$ cat config.mk
export PLATFORM = sky130hd
export DESIGN_NAME = key_input_ctrl_flat
export DESIGN_NICKNAME = d
export VERILOG_FILES = /design/src/rtl/key_io_pkg.sv /design/src/rtl/key_input_ctrl_if.sv /design/src/rtl/debounce_bit.sv /design/src/rtl/key_input_ctrl.sv /design/src/flat_wrapper.sv
export SDC_FILE = /design/constraint.sdc
export NUM_CORES = 1
export LEC_CHECK = 0
export BUFFER_PORTS_ARGS = -buffer_cell sky130_fd_sc_hd__buf_2
export CAP_MARGIN = 20
export CORE_MARGIN = 2
export CORE_UTILIZATION = 44
export CTS_BUF_LIST = sky130_fd_sc_hd__clkbuf_8
export CTS_CLUSTER_DIAMETER = 80
export DETAILED_ROUTE_END_ITERATION = 12
export PLACE_DENSITY = 0.83
export SLEW_MARGIN = 5
export SYNTH_ARGS = -nofsm -noshare
export SYNTH_HDL_FRONTEND = slang
export SYNTH_HIERARCHICAL = 1
export SYNTH_SLANG_ARGS = --single-unit
export TNS_END_PERCENT = 1
$ cat constraint.sdc
create_clock -name clk -period 1.47 [get_ports clk]
set_input_delay 0 -clock clk [delete_from_list [all_inputs] [get_ports clk]]
set_output_delay 0 -clock clk [all_outputs]
set_load 0.01 [all_outputs]
$ cat src/rtl/key_io_pkg.sv
// ============================================================================
//  Module      : key_io_pkg
//  Description : Register offsets and select type for the push-button block.
//  Revision    : 1.0  initial release
// ============================================================================
`default_nettype none

package key_io_pkg;

    typedef logic [1:0] key_reg_sel_t;

    localparam key_reg_sel_t KEY_REG_LEVEL = 2'd0;
    localparam key_reg_sel_t KEY_REG_EDGE  = 2'd1;
    localparam key_reg_sel_t KEY_REG_MASK  = 2'd2;

endpackage

`default_nettype wire

$ cat src/rtl/key_input_ctrl_if.sv
// ============================================================================
//  Module      : key_input_ctrl_if
//  Description : CPU load/store bus between the I/O decode and the key block.
//  Revision    : 1.0  initial release
// ============================================================================
`default_nettype none

interface key_input_ctrl_if;
    import key_io_pkg::*;

    logic         cs;
    key_reg_sel_t reg_sel;
    logic         we;
    logic [31:0]  wdata;
    logic [31:0]  rdata;

    modport master (output cs, output reg_sel, output we, output wdata, input rdata);
    modport slave  (input cs, input reg_sel, input we, input wdata, output rdata);

endinterface

`default_nettype wire

$ cat src/rtl/debounce_bit.sv
// ============================================================================
//  Module      : debounce_bit
//  Description : Two-flop synchronizer, polarity fix and counter debounce for
//                a single key; o_rise pulses on the cycle the level goes 0->1.
//  Revision    : 1.0  initial release
// ============================================================================
`default_nettype none

module debounce_bit #(
    parameter int DEBOUNCE_CYCLES = 4,
    parameter int ACTIVE_LOW      = 1
) (
    input  wire logic clk,
    input  wire logic rst,
    input  wire logic i_key_raw,
    output logic      o_level,
    output logic      o_rise
);

    localparam int             CW         = $clog2(DEBOUNCE_CYCLES + 1);
    localparam logic [CW-1:0]  C_LAST     = CW'(DEBOUNCE_CYCLES - 1);
    localparam logic           C_INVERT   = (ACTIVE_LOW != 0);

    logic          r_sync1;
    logic          r_sync2;
    logic          r_stable;
    logic [CW-1:0] r_cnt;

    logic          w_pressed;
    logic          w_accept;

    assign w_pressed = r_sync2 ^ C_INVERT;
    assign w_accept  = (w_pressed != r_stable) && (r_cnt == C_LAST);

    // Synchronizer resets to the released pin level so no false press appears.
    always_ff @(posedge clk) begin
        if (rst) begin
            r_sync1  <= C_INVERT;
            r_sync2  <= C_INVERT;
            r_stable <= 1'b0;
            r_cnt    <= '0;
        end else begin
            r_sync1 <= i_key_raw;
            r_sync2 <= r_sync1;
            if (w_pressed == r_stable) begin
                r_cnt <= '0;
            end else if (w_accept) begin
                r_stable <= w_pressed;
                r_cnt    <= '0;
            end else begin
                r_cnt <= r_cnt + 1'b1;
            end
        end
    end

    assign o_level = r_stable;
    assign o_rise  = w_accept & w_pressed;

endmodule

`default_nettype wire

$ cat src/rtl/key_input_ctrl.sv
// ============================================================================
//  Module      : key_input_ctrl
//  Description : Debounced push-button peripheral with sticky press capture.
//                Optional mask register and interrupt under KEY_IRQ_EN.
//  Revision    : 1.0  initial release
// ============================================================================
`default_nettype none

module key_input_ctrl
    import key_io_pkg::*;
#(
    parameter int N_KEYS          = 4,
    parameter int DEBOUNCE_CYCLES = 4,
    parameter int ACTIVE_LOW      = 1
) (
    input  wire logic               clk,
    input  wire logic               reset,
    input  wire logic [N_KEYS-1:0]  key_raw,
    key_input_ctrl_if.slave         bus,
    output logic      [N_KEYS-1:0]  key_level,
    output logic                    irq
);

    logic [N_KEYS-1:0] w_level;
    logic [N_KEYS-1:0] w_rise;
    logic [N_KEYS-1:0] w_clr;
    logic [N_KEYS-1:0] w_mask;
    logic              w_edge_wr;
    logic              w_unused_wdata;
    logic [N_KEYS-1:0] r_edge;

    for (genvar gi = 0; gi < N_KEYS; gi++) begin : g_key
        debounce_bit #(
            .DEBOUNCE_CYCLES (DEBOUNCE_CYCLES),
            .ACTIVE_LOW      (ACTIVE_LOW)
        ) u_debounce (
            .clk       (clk),
            .rst       (reset),
            .i_key_raw (key_raw[gi]),
            .o_level   (w_level[gi]),
            .o_rise    (w_rise[gi])
        );
    end

    assign key_level      = w_level;
    assign w_unused_wdata = ^bus.wdata;

    assign w_edge_wr = bus.cs & bus.we & (bus.reg_sel == KEY_REG_EDGE);
    assign w_clr     = w_edge_wr ? bus.wdata[N_KEYS-1:0] : '0;

    // A new press beats a same-cycle write-1-to-clear so it is never lost.
    always_ff @(posedge clk) begin
        if (reset) begin
            r_edge <= '0;
        end else begin
            r_edge <= (r_edge & ~w_clr) | w_rise;
        end
    end

`ifdef KEY_IRQ_EN
    logic [N_KEYS-1:0] r_mask;
    logic              r_irq;
    logic              w_mask_wr;

    assign w_mask_wr = bus.cs & bus.we & (bus.reg_sel == KEY_REG_MASK);

    always_ff @(posedge clk) begin
        if (reset) begin
            r_mask <= '0;
            r_irq  <= 1'b0;
        end else begin
            if (w_mask_wr) begin
                r_mask <= bus.wdata[N_KEYS-1:0];
            end
            r_irq <= |(r_edge & r_mask);
        end
    end

    assign w_mask = r_mask;
    assign irq    = r_irq;
`else
    assign w_mask = '0;
    assign irq    = 1'b0;
`endif

    // Reads are side-effect free; the CPU may sample rdata several times.
    always_comb begin
        bus.rdata = '0;
        if (bus.cs) begin
            case (bus.reg_sel)
                KEY_REG_LEVEL: bus.rdata = 32'(w_level);
                KEY_REG_EDGE:  bus.rdata = 32'(r_edge);
                KEY_REG_MASK:  bus.rdata = 32'(w_mask);
                default:       bus.rdata = '0;
            endcase
        end
    end

endmodule

`default_nettype wire
$ cat src/flat_wrapper.sv
// flat-port wrapper written by rule: the top's interface ports become plain ports
module key_input_ctrl_flat import key_io_pkg::*;
#(
    parameter int N_KEYS          = 4,
    parameter int DEBOUNCE_CYCLES = 4,
    parameter int ACTIVE_LOW      = 1
)
  (clk, reset, key_raw, key_level, irq, bus_cs, bus_reg_sel, bus_we, bus_wdata, bus_rdata);
  key_input_ctrl_if bus_i ();
  input  wire logic clk;
  input  wire logic reset;
  input  wire logic [N_KEYS-1:0] key_raw;
  output logic      [N_KEYS-1:0] key_level;
  output logic irq;
  input wire logic [$bits(bus_i.cs)-1:0] bus_cs;
  input wire logic [$bits(bus_i.reg_sel)-1:0] bus_reg_sel;
  input wire logic [$bits(bus_i.we)-1:0] bus_we;
  input wire logic [$bits(bus_i.wdata)-1:0] bus_wdata;
  output wire logic [$bits(bus_i.rdata)-1:0] bus_rdata;
  assign bus_i.cs = bus_cs;
  assign bus_i.reg_sel = bus_reg_sel;
  assign bus_i.we = bus_we;
  assign bus_i.wdata = bus_wdata;
  assign bus_rdata = bus_i.rdata;
  key_input_ctrl #(.N_KEYS(N_KEYS), .DEBOUNCE_CYCLES(DEBOUNCE_CYCLES), .ACTIVE_LOW(ACTIVE_LOW)) u_core (.clk(clk), .reset(reset), .key_raw(key_raw), .bus(bus_i), .key_level(key_level), .irq(irq));
endmodule
# == Word level (Yosys, flattened, before mapping) ==
# Index checks and enable logic that the tools add are counted.
# op_classes
n_addsub,4
mul,0
div_mod_pow,0
magnitude_cmp,0
n_eq_ne,13
shift,0
mux,3
n_bitwise,17
n_reduce_logical,13
# ops
op,count
$mux W32,1
$add A3 B1 Y3 const B,4
$eq A3 B2 Y1 const B,4
$reduce_or A3 Y1,4
$not A1 Y1,8
$pmux W4 S2,1
$reduce_and A2 Y1,4
$and A1 B1 Y1,6
$and A4 B4 Y4,1
$eq A1 B1 Y1,4
$logic_and A1 B1 Y1,4
$mux W4,1
$ne A1 B1 Y1,4
$not A4 Y4,1
$or A4 B4 Y4,1
$eq A2 B1 Y1 const B,1
$logic_not A2 Y1,1
# word_totals
ff_bits,28
latch_bits,0
ramBits,0
rom_bits,0
in_bits,42
output_inout_bits,37
wordCells,67
n_memories,0

# == Depth between registers and ports, before layout ==
# Gate-level depths: netlist of the first run.
# logic_depth
depth_word,6
ltp_mapped,5
depth_no_buf,5

# == Cells and area by module ==
# The synthesis of the first run kept the hierarchy.
# modules_own_cells
module,n_inst,cells_each,area_each_um2,seq_area_each_um2
debounce_bit,4,18,216.5,120.1
key_input_ctrl,1,57,452.9,80.1

# == Least setup slack after synthesis of the first run ==
# Ideal clock, no wire load.
# synth_timing
path_type,reg2reg
startpoint,register u_core.g_key[0].u_debounce.r_cnt[0]
endpoint,register u_core.r_edge[0]
setup_ps,91
t_arrival_ps,1188
required_time_ps,1379
slack_ps,191
stages_incl_launch_ff,6
n_path_buf,0
synth_period_minus_slack_ps,1279
cell_sequence,dfxtp_1 > ha_1 > ha_1 > nor3b_1 > inv_1 > a311oi_1
# synth_between
elab_chain_cells,4
# synth_rtl
element,line,rtl
start: declaration,debounce_bit.sv:27,logic [CW-1:0] r_cnt;
start signal: assignment,debounce_bit.sv:51,r_cnt <= r_cnt + 1'b1;
$eq A3 B2 Y1,debounce_bit.sv:33,assign w_accept = (w_pressed != r_stable) && (r_cnt == C_LAST);
$logic_and A1 B1 Y1,debounce_bit.sv:33,
$and A1 B1 Y1,debounce_bit.sv:57,assign o_rise = w_accept & w_pressed;
via u_core.w_rise[0],key_input_ctrl.sv:25,logic [N_KEYS-1:0] w_rise;
$or A4 B4 Y4,key_input_ctrl.sv:56,r_edge <= (r_edge & ~w_clr) | w_rise;
end signal: assignment,key_input_ctrl.sv:56,
end: declaration,key_input_ctrl.sv:30,logic [N_KEYS-1:0] r_edge;
# The timed path passes the listed nets, and every way through them passes these cells.
# A chain may end at the register's enable or synchronous reset.

# == Final worst setup path of the first run ==
# layout_timing
startpoint,register u_core.g_key[2].u_debounce.r_cnt[0]
endpoint,register u_core.r_edge[2]
# layout_between
elab_chain_cells,4
# layout_rtl
element,line
start: declaration,debounce_bit.sv:27
start signal: assignment,debounce_bit.sv:51
$eq A3 B2 Y1,debounce_bit.sv:33
$logic_and A1 B1 Y1,debounce_bit.sv:33
$and A1 B1 Y1,debounce_bit.sv:57
via u_core.w_rise[2],key_input_ctrl.sv:25
$or A4 B4 Y4,key_input_ctrl.sv:56
# The timed path passes the listed nets, and every way through them passes these cells.

==> metrics.md, run 1 <==
| Metric | Value |
|---|---|
| Asr flop ratio synth | 0 |
| Worst skew pair latency | 0.27 ns |
| Most common cell in the netlist | buf_4 |
| Yosys reg bits | 28 |
| Crit share post-route | 0.934 |
| Worst R2R Path Depth | 5 |
| Die W | 58.7 um |
| Starting density of the core | 0.470 |
| Wirelength per Cell | 10.4 um |
| Worst setup EP type | register |
| Arrival @ worst endpoint | 1.56 ns |
| Clock Tree Root | clkbuf_8 |
| Min-delay src | bus_we |
| Share of post-route cells with drive strength above 1 | 0.256 |
| Area leader, netlist | dfxtp_1 |
| HPWL after detailed placement | 1530 um |
| Top cell type's share of synthesized area | 0.425 |
| Failing checks | DRC |
| Hold crit path type | input pin to register |
| Initial antenna violation count | 0 |
| Worst-path maximum fanout | 2 |
| Overflow after GRT | 0 |
| CTS tree | yes |
| Setup TNS | 0 ns |
| Vias per cell | 4.69 |
| R2r startpoint | u_core/g_key[2].u_debounce/r_cnt[0] |
| Drt drc | 4 |
| I/O Buffers | 21 |
| Core Box Area | 2810 um2 |
| Pin count of the biggest net entering global routing | 29 |
| Count of nets after finishing | 215 |
| DR pass1 iterations | 8 |
| Core Util, Final | 0.536 |
| Final-report hold violation count | 0 |
| EDFF count, synth | 0 |
| Worst-path clk slew | 0.09 ns |
| Gr usage total | 0.130 |
| Synth unique cells | 17 |
| First-pass GRT wire length | 3440 um |
| DRT Wirelength | 2020 um |
| Worst setup SP type | register |
| Antenna Violating Nets Remaining | 0 |
| DIE HEIGHT | 58.7 um |
| Routed via count | 914 |
| DRT met1 WL | 835 um |
| Post-Layout Cell Count | 195 |
| Postcts setup bufs | 0 |
| Hold Path Stages | 3 |
| Met3 wire len | 111 um |
| CTS buffer count | 3 |
| Worst Hold End | u_core/r_edge[0] |
| Max-Cap Viols | 0 |
| R2R Setup Slk | 0.1 ns |
| Synth cell count leaders | 29 x buf_4, 28 x dfxtp_1, 12 x nor2_1 |
| Mapped Avg Cell Area | 10.2 um2 |
| Top FF cell, synth | dfxtp_1 |
| FF-to-FF End | u_core/r_edge[2] |
| Ant diodes | 0 |
| Maximum VDD drop | 0.000660 V |
| YS warnings | 6 |
| 1st-iter DRT viols | 8 |
| Final GP Congestion | 0.711 |
| Vias in the first global route | 896 |
| Worst Hold Slack | 0.198 ns |
| Syn Inst Count | 129 |
| Power per cell area | 895 nW/um2 |
| Leakage | 0.661 nW |
| I/O pins | 79 |
| Full die area | 3450 um2 |
| Synth area leaders | dfxtp_1 43%, buf_4 17%, ha_1 7.6% |
| Cell Area, Synth | 1320 um2 |
| Row count | 19 |
| CTS H-tree depth | 1 |
| Worst Skew | 0.00361 ns |
| CP Class | register to register |
| Placed Cells | 183 |
| Slew Limit Fails | 0 |
| Max layer used | met4 |
| Clock tree buffer depth | 2 |
| CTS sink cnt | 28 |
| Worst Path Required | 1.65 ns |
| Wire length on met2 | 1040 um |
| Seq/Total Area, Yosys | 0.425 |
| Status | complete, but fails checks |
| Period minus WS final | 1.37 ns |
| Achievable Freq | 728 MHz |
| Final setup viols | 0 |
| RSZ-0062 raised after global routing | no |
| Area Overhead vs Synth | 14.0% |
## where the power goes
part | switching (mW) | leakage (nW) | total (mW) | internal (mW)
combinational | 0.0650 | 0.405 | 0.107 | 0.0415
sequential | 0.00725 | 0.228 | 0.779 | 0.772
clock | 0.222 | 0.0288 | 0.461 | 0.239
## placed cells by master, fill, tap and decap left out, types with 4 or more instances in the layout
master          n
buf_2          21
buf_4           4
xor2_1          4
nor4b_2         4
a211oi_1        4
inv_1           8
nor3b_1         4
nor4_1          8
ha_1            8
dlygate4sd3_1   8
conb_1         29
nor2_1         12
clkbuf_8        4
a311oi_1        4
or2_2           8
mux2i_1         4
dfxtp_1        28
## layout make-up
class	count	area, um2
tap	31	38.8
inverter	8	30.0
sequential	28	561
clock buffer	4	55.1
multi-input combinational	91	604
timing repair buffer	33	215
fill	250	1300
## how the worst max path moves through the flow
| stage | start | end | slack (ns) | cells past startpoint |
|---|---|---|---|---|
| 2_1_floorplan | u_core/g_key[0].u_debounce/r_cnt[0] | u_core/r_edge[0] | 0.19 | 5 |
| 3_3_place_gp | u_core/g_key[0].u_debounce/r_cnt[0] | u_core/r_edge[0] | 0.22 | 5 |
| 3_5_place_dp | u_core/g_key[2].u_debounce/r_cnt[0] | u_core/r_edge[2] | 0.15 | 5 |
| 4_1_cts | u_core/g_key[2].u_debounce/r_cnt[0] | u_core/r_edge[2] | 0.13 | 5 |
| 5_1_grt | u_core/g_key[2].u_debounce/r_cnt[0] | u_core/r_edge[2] | 0.02 | 5 |
| 6_report | u_core/g_key[2].u_debounce/r_cnt[0] | u_core/r_edge[2] | 0.1 | 5 |
## registers in the layout, summed over array words and instances (netlist names)
name / cells
u_core/r_edge: 4
u_core/g_key.u_debounce/r_sync1: 4
u_core/g_key.u_debounce/o_level: 4
u_core/g_key.u_debounce/r_cnt: 12
u_core/g_key.u_debounce/r_sync2: 4
## worst max-delay path, cell delays in order (launching register included)
cell	delay [ns]
dfxtp_1	0.34
ha_1	0.16
ha_1	0.15
nor3b_1	0.30
inv_1	0.08
a311oi_1	0.25
## routing by layer
metal | vias to the layer above | track usage
met5 | - | 0
met4 | 0 | 0.0584
met3 | 4 | 0.0198
met2 | 35 | 0.249
met1 | 421 | 0.138
li1 | 454 | -
## timing repair
action / CTS / global route
gates resized for setup: 0 / 0
hold buffers: 8 / 0
hold endpoints to repair: 8 / 0
## stage by stage
stage | setup WS, ns | cell area [um2] | total power, mW
after floorplan | 0.191 | 1420 | 0.912
after global placement | 0.221 | 1370 | 0.883
after detailed placement | 0.153 | 1370 | 0.886
after CTS | 0.130 | 1500 | 1.36
after global routing | 0.0154 | 1500 | 1.40
final | 0.0972 | 1500 | 1.35
## logic make-up (layout without fill, tap and decap cells)
group                      after synthesis  in the layout  share of synthesized area
adders and majority gates                8              8                     0.0759
and+or+nand+nor                         38             38                      0.194
buffers and inverters                   38             45                      0.196
muxes                                    4              4                     0.0304
other                                    1             29                    0.00284
AOI/OAI and AO/OA                        8              8                     0.0493
xor gates and xnor gates                 4              4                     0.0266
DFF                                     28             28                      0.425
Power figures use the tool's default switching activity.
==> run 2: changes to the inputs <==
- SYNTH_HIERARCHICAL: 1 -> unset
==> metrics.md, run 2 <==
| Metric | Value |
|---|---|
| Status | complete, no violations (was complete, but fails checks) |
| Most common cell in the netlist | buf_4 (unchanged) |
| Overflow after GRT | 0 (unchanged) |
| Starting density of the core | 0.472 (was 0.470) |
| Total Power | 1.34 mW (was 1.35 mW) |
| Worst path max stage delay | 0.43 ns (was 0.34 ns) |
| Top FF cell, synth | dfxtp_1 (unchanged) |
| Area leader, netlist | dfxtp_1 (unchanged) |
| Worst setup SP type | register (unchanged) |
| Pin count of the biggest net entering global routing | 25 (was 29) |
| Worst setup EP type | register (unchanged) |
| Core Box Area | 2830 um2 (was 2810 um2) |
| Worst skew pair latency | 0.27 ns (about the same) |
| Power per cell area | 947 nW/um2 (was 895 nW/um2) |
| Worst Hold End | u_core.r_edge[1] (was u_core/r_edge[0]) |
| Cell Area, Synth | 1340 um2 (was 1320 um2) |
| Setup TNS | 0 ns (unchanged) |
| DR pass1 iterations | 6 (was 8) |
| Crit share post-route | 0.911 (was 0.934) |
| Syn Inst Count | 147 (was 129) |
| Initial antenna violation count | 0 (unchanged) |
| Max FFs per register | 12 (unchanged) |
| First-pass GRT wire length | 3020 um (was 3440 um) |
| Min-delay src | bus_wdata[1] (was bus_we) |
| Full die area | 3490 um2 (was 3450 um2) |
| Slew Limit Fails | 0 (unchanged) |
| Most frequent cells in the layout | 29 x conb_1, 28 x dfxtp_1, 24 x nor2_1, 21 x buf_2, 9 x inv_1 (was 29 x conb_1, 28 x dfxtp_1, 21 x buf_2, 12 x nor2_1) |
| Postcts setup bufs | 0 (unchanged) |
| 1st-iter DRT viols | 11 (was 8) |
| Most Frequent Cell on Critical Path | ha_1 (unchanged) |
| Seq/Total Area, Yosys | 0.419 (was 0.425) |
| Yosys reg bits | 28 (unchanged) |
| CP top delay family | simple AND/OR/NAND/NOR gates (was flip-flops) |
| Core Util, Final | 0.502 (was 0.536) |
| Slowest stage cell, crit path | or3_4 (was dfxtp_1) |
| DRT Wirelength | 1880 um (was 2020 um) |
| Mapped Avg Cell Area | 9.09 um2 (was 10.2 um2) |
| I/O Buffers | 21 (unchanged) |
| CTS tree | yes (unchanged) |
| RSZ-0062 raised after global routing | no (unchanged) |
| Worst-path clk slew | 0.09 ns (about the same) |
| Hold Path Stages | 3 (unchanged) |
| CTS sink cnt | 28 (unchanged) |
| Die W | 59.1 um (was 58.7 um) |
| Achievable Freq | 746 MHz (was 728 MHz) |
| Worst-path maximum fanout | 4 (was 2) |
| Arrival @ worst endpoint | 1.55 ns (was 1.56 ns) |
| Clock Tree Root | clkbuf_8 (unchanged) |
| FF-to-FF End | u_core.g_key[3].u_debounce.r_cnt[2] (was u_core/r_edge[2]) |
| Wire length on met2 | 913 um (was 1040 um) |
| YS warnings | 0 (was 6) |
| Most common cell after layout, fill and taps aside | conb_1 (unchanged) |
| Routed via count | 886 (was 914) |
| DRT met1 WL | 816 um (was 835 um) |
| Gr usage total | 0.114 (was 0.130) |
| Antenna Violating Nets Remaining | 0 (unchanged) |
| Synth cell count leaders | 33 x buf_4, 28 x dfxtp_1, 24 x nor2_1, 9 x inv_1 (was 29 x buf_4, 28 x dfxtp_1, 12 x nor2_1) |
| Worst R2R Path Depth | 4 (was 5) |
| Largest Register | u_core.g_key.u_debounce.r_cnt (was u_core/g_key.u_debounce/r_cnt) |
| Share of post-route cells with drive strength above 1 | 0.226 (was 0.256) |
| Final setup viols | 0 (unchanged) |
| Period minus WS final | 1.34 ns (was 1.37 ns) |
| Worst Skew | 0.00366 ns (was 0.00361 ns) |
| R2R Setup Slk | 0.13 ns (was 0.1 ns) |
| Max-Cap Viols | 0 (unchanged) |
| Count of nets after finishing | 219 (was 215) |
| CP cell instances | ha_1 -> ha_1 -> or3_4 -> nor2_2 (was ha_1 -> ha_1 -> nor3b_1 -> inv_1 -> a311oi_1) |
| HPWL after detailed placement | 1480 um (was 1530 um) |
| Clock tree buffer depth | 2 (unchanged) |
| R2r startpoint | u_core.g_key[3].u_debounce.r_cnt[0] (was u_core/g_key[2].u_debounce/r_cnt[0]) |
| Asr flop ratio synth | 0 (unchanged) |
| Drt drc | 0 (was 4) |
| Top cell type's share of synthesized area | 0.419 (was 0.425) |
| Synth unique cells | 22 (was 17) |
| I/O pins | 79 (unchanged) |
| Synth area leaders | dfxtp_1 42%, buf_4 19%, ha_1 7.5% (was dfxtp_1 43%, buf_4 17%, ha_1 7.6%) |
| Max layer used | met4 (unchanged) |
| Final-report hold violation count | 0 (unchanged) |
| CTS buffer count | 3 (unchanged) |
| Row count | 19 (unchanged) |
| Met3 wire len | 106 um (was 111 um) |
| Hold crit path type | input pin to register (unchanged) |
| Leakage | 0.669 nW (was 0.661 nW) |
| Wirelength per Cell | 9.44 um (was 10.4 um) |
| Ant diodes | 0 (unchanged) |
| DIE HEIGHT | 59.1 um (was 58.7 um) |
| Area Overhead vs Synth | 6.18% (was 14.0%) |
| Vias per cell | 4.45 (was 4.69) |
| Worst Path Required | 1.68 ns (was 1.65 ns) |
| EDFF count, synth | 0 (unchanged) |
| Final GP Congestion | 0.723 (was 0.711) |
| Resized cells post-CTS | 0 (unchanged) |
| CP Class | register to register (unchanged) |
| Maximum VDD drop | 0.000469 V (was 0.000660 V) |
| WP buf/inv | 0 (was 1) |
| CTS H-tree depth | 1 (unchanged) |
| Vias in the first global route | 779 (was 896) |
run 2: report_power, final:
group          switching [mW]  internal [mW]  total (mW)  leakage (nW)
clock                   0.226          0.240       0.465        0.0288
combinational          0.0644         0.0366       0.101         0.413
sequential            0.00608          0.772       0.778         0.228
total                   0.296           1.05        1.34         0.669
run 2: logic make-up after synthesis:
group / count (synthesis) / share of synthesized area
simple gates: 45 / 0.170
buf+inv: 45 / 0.221
flops: 28 / 0.419
compound gates: 15 / 0.0749
fa+ha+maj: 8 / 0.0749
mux: 4 / 0.0300
other cells: 1 / 0.00281
xor+xnor: 1 / 0.00656
run 2: how the worst max path moves through the flow:
stage                                              from                                   to  slack [ns]  depth (start not counted)
detailed placement  u_core.g_key[3].u_debounce.r_cnt[0]  u_core.g_key[3].u_debounce.r_cnt[2]        0.15                          4
global placement    u_core.g_key[3].u_debounce.r_cnt[0]  u_core.g_key[3].u_debounce.r_cnt[2]        0.18                          4
CTS                 u_core.g_key[3].u_debounce.r_cnt[0]  u_core.g_key[3].u_debounce.r_cnt[2]        0.13                          4
floorplan           u_core.g_key[3].u_debounce.r_cnt[0]  u_core.g_key[3].u_debounce.r_cnt[0]        0.22                          4
finish              u_core.g_key[3].u_debounce.r_cnt[0]  u_core.g_key[3].u_debounce.r_cnt[2]        0.13                          4
global route        u_core.g_key[3].u_debounce.r_cnt[0]  u_core.g_key[3].u_debounce.r_cnt[1]        0.08                          4
run 2: repair_timing:
action	CTS	global route
endpoints found under the hold margin	4	0
endpoints found under the setup margin	0	0
hold buffers	4	0
run 2: per-layer routing:
metal	GRT usage	vias to the layer above
met5	0	-
met4	0.0682	0
met3	0.0131	5
met2	0.214	38
met1	0.120	393
li1	-	450
run 2: cell type report:
| type | instances | area [um2] |
|---|---|---|
| Tap cell | 31 | 38.8 |
| Clock buffer | 4 | 55.1 |
| Timing Repair Buffer | 25 | 145 |
| Fill cell | 264 | 1410 |
| Inverter | 9 | 33.8 |
| Sequential cell | 28 | 561 |
| Multi-Input combinational cell | 102 | 586 |
run 2: per-stage QoR:
stage	hold WS, ns	std cells	area, um2	setup slack [ns]
2_1_floorplan	0.104	175	1440	0.221
3_3_place_gp	0.184	191	1320	0.178
3_5_place_dp	0.187	191	1320	0.152
4_1_cts	0.0107	199	1420	0.131
5_1_grt	0.0155	199	1420	0.0792
6_report	0.0107	199	1420	0.130
run 2: worst min-delay path, cell delays in order:
cell and delay [ns]:
buf_2 0.08, a21oi_1 0.05, o2bb2ai_1 0.11
==> run 3: changes to the inputs <==
- CORE_ASPECT_RATIO: unset -> 0.9
- CORE_UTILIZATION: 44 -> 30
- PLACE_DENSITY: 0.83 -> 0.61
==> metrics.md, run 3 (synthesis results as in run 2) <==
| Metric | Value |
|---|---|
| Status | complete, no violations (unchanged) |
| Comb pwr share | 0.070 (was 0.075) |
| DR pass1 iterations | 2 (was 6) |
| Worst Skew | 0.00884 ns (was 0.00366 ns) |
| Ant diodes | 0 (unchanged) |
| Arrival @ worst endpoint | 1.53 ns (was 1.55 ns) |
| Global route hottest layer | met2 (unchanged) |
| Clock tree buffer depth | 2 (unchanged) |
| RSZ-0062 raised after global routing | no (unchanged) |
| Sequential Power Share | 0.532 (was 0.579) |
| Area of the multi-input gates | 586 um2 (unchanged) |
| First-pass GRT wire length | 2780 um (was 3020 um) |
| Worst Path Required | 1.69 ns (was 1.68 ns) |
| CTS H-tree depth | 1 (unchanged) |
| I/O pins | 79 (unchanged) |
| R2R Setup Slk | 0.15 ns (was 0.13 ns) |
| Full die area | 5000 um2 (was 3490 um2) |
| Sequential Area | 561 um2 (unchanged) |
| Period minus WS final | 1.32 ns (was 1.34 ns) |
| Vias in the first global route | 634 (was 779) |
| WP buf/inv | 0 (unchanged) |
| DRT Wirelength | 1750 um (was 1880 um) |
| Most common cell after layout, fill and taps aside | conb_1 (unchanged) |
| Worst path max stage delay | 0.42 ns (was 0.43 ns) |
| I/O Buffers | 21 (unchanged) |
| CTS tree | yes (unchanged) |
| Hold crit path type | input pin to register (unchanged) |
| Maximum VDD drop | 0.000436 V (was 0.000469 V) |
| Max FFs per register | 12 (unchanged) |
| CP Class | register to register (unchanged) |
| Achievable Freq | 758 MHz (was 746 MHz) |
| Core Box Area | 4370 um2 (was 2830 um2) |
| Met3 Usage GRT | 0.0224 (was 0.0131) |
| Slowest stage cell, crit path | or3_4 (unchanged) |
| Area Overhead vs Synth | 11.0% (was 6.18%) |
| Final setup viols | 0 (unchanged) |
| Largest Register | u_core.g_key.u_debounce.r_cnt (unchanged) |
| Count of nets after finishing | 220 (was 219) |
| Grt met1 use | 0.0964 (was 0.120) |
| Most frequent cells in the layout | 29 x conb_1, 28 x dfxtp_1, 24 x nor2_1, 21 x buf_2, 9 x inv_1 (unchanged) |
| Starting density of the core | 0.305 (was 0.472) |
| GRT met2 Usage | 0.110 (was 0.214) |
| Overflow after GRT | 0 (unchanged) |
| Worst setup EP type | register (unchanged) |
| DIE HEIGHT | 67.3 um (was 59.1 um) |
| Worst Hold Slack | 0.0165 ns (was 0.0107 ns) |
| 1st-iter DRT viols | 14 (was 11) |
| Worst-path maximum fanout | 4 (unchanged) |
| Worst skew pair latency | 0.27 ns (about the same) |
| Share of post-route cells with drive strength above 1 | 0.225 (was 0.226) |
| CP top delay family | simple AND/OR/NAND/NOR gates (unchanged) |
| Final GP Congestion | 0.713 (was 0.723) |
| Pin count of the biggest net entering global routing | 25 (unchanged) |
| Switching power | 0.287 mW (was 0.296 mW) |
| Max-Cap Viols | 0 (unchanged) |
| Row count | 23 (was 19) |
| Vias per cell | 3.65 (was 4.45) |
| HPWL after detailed placement | 1400 um (was 1480 um) |
| Clock Tree Root | clkbuf_8 (unchanged) |
| Antenna Violating Nets Remaining | 0 (unchanged) |
| Routed via count | 842 (was 886) |
| Gr usage total | 0.0724 (was 0.114) |
| Crit share post-route | 0.897 (was 0.911) |
| CTS buffer count | 3 (unchanged) |
| Clock network power share | 0.398 (was 0.346) |
| Leakage | 0.680 nW (was 0.669 nW) |
| Cell-internal power | 1.17 mW (was 1.05 mW) |
| Setup TNS | 0 ns (unchanged) |
| Slew Limit Fails | 0 (unchanged) |
| FILL cells | 483 (was 264) |
| Most Frequent Cell on Critical Path | ha_1 (unchanged) |
| Final-report hold violation count | 0 (unchanged) |
| Drt drc | 0 (unchanged) |
| Die W | 74.4 um (was 59.1 um) |
| CTS sink cnt | 28 (unchanged) |
| CP cell instances | ha_1 -> ha_1 -> or3_4 -> nor2_2 (unchanged) |
| Power per cell area | 984 nW/um2 (was 947 nW/um2) |
| Switching share of power | 0.196 (was 0.220) |
| Initial antenna violation count | 0 (unchanged) |
| Wirelength per Cell | 7.55 um (was 9.44 um) |
| Worst setup SP type | register (unchanged) |
| Worst-path clk slew | 0.09 ns (about the same) |
run 3: cell count changes in the layout (fill, tap and decap cells not counted), sizes merged:
cell,delta
dlygate4sd3,+1
bufinv,+1
clkbuf,-1
run 3: repair_timing:
action | in CTS | in global routing
endpoints found under the hold margin | 5 | 0
buffers inserted | 0 | 0
gates resized for setup | 0 | 0
hold buffers | 5 | 0
run 3: through the flow:
| stage | instances | power, mW | utilization | area (um2) | worst slack [ns] |
|---|---|---|---|---|---|
| global placement | 222 | 0.888 | 0.311 | 1360 | 0.175 |
| global route | 231 | 1.54 | 0.339 | 1480 | 0.0694 |
| finish | 231 | 1.46 | 0.339 | 1480 | 0.152 |
| floorplan | 175 | 0.921 | - | 1440 | 0.221 |
| CTS | 231 | 1.49 | 0.339 | 1480 | 0.129 |
| detailed placement | 222 | 0.888 | 0.311 | 1360 | 0.158 |
run 3: final cells by class:
cell class              count  share of cell area
clock buffers               3              0.0278
multi-input cells         102               0.395
flip-flops and latches     28               0.378
clock inverters             1              0.0202
well taps                  62              0.0523
inverters                   9              0.0228
repair buffers             26               0.105
run 3: routing by layer:
layer / wire length (um) / up-vias
met1: 851 / 359
met4: 25 / 0
met3: 113 / 2
li1: - / 452
met5: 0 / -
met2: 755 / 29
run 3: worst register-to-register path, cell delays in order, from the launching register on:
cell,delay (ns)
dfxtp_1,0.33
ha_1,0.20
ha_1,0.23
or3_4,0.42
nor2_2,0.09
run 3: final timing paths:
path                                            start                                  end  cells past startpoint
setup / recovery  u_core.g_key[3].u_debounce.r_cnt[0]  u_core.g_key[3].u_debounce.r_cnt[0]                      4
hold / removal                           bus_wdata[0]                     u_core.r_edge[0]                      3
setup reg to reg  u_core.g_key[3].u_debounce.r_cnt[0]  u_core.g_key[3].u_debounce.r_cnt[0]                      4
hold reg to reg    u_core.g_key[2].u_debounce.r_sync1   u_core.g_key[2].u_debounce.r_sync2                      1
run 3: power by group through the flow:
stage	Sequential, mW	Clock [mW]	Combinational (mW)
floorplan	0.794	0	0.127
global placement	0.795	0	0.0922
detailed placement	0.796	0	0.0922
CTS	0.778	0.605	0.102
global route	0.780	0.642	0.118
finish	0.778	0.581	0.102
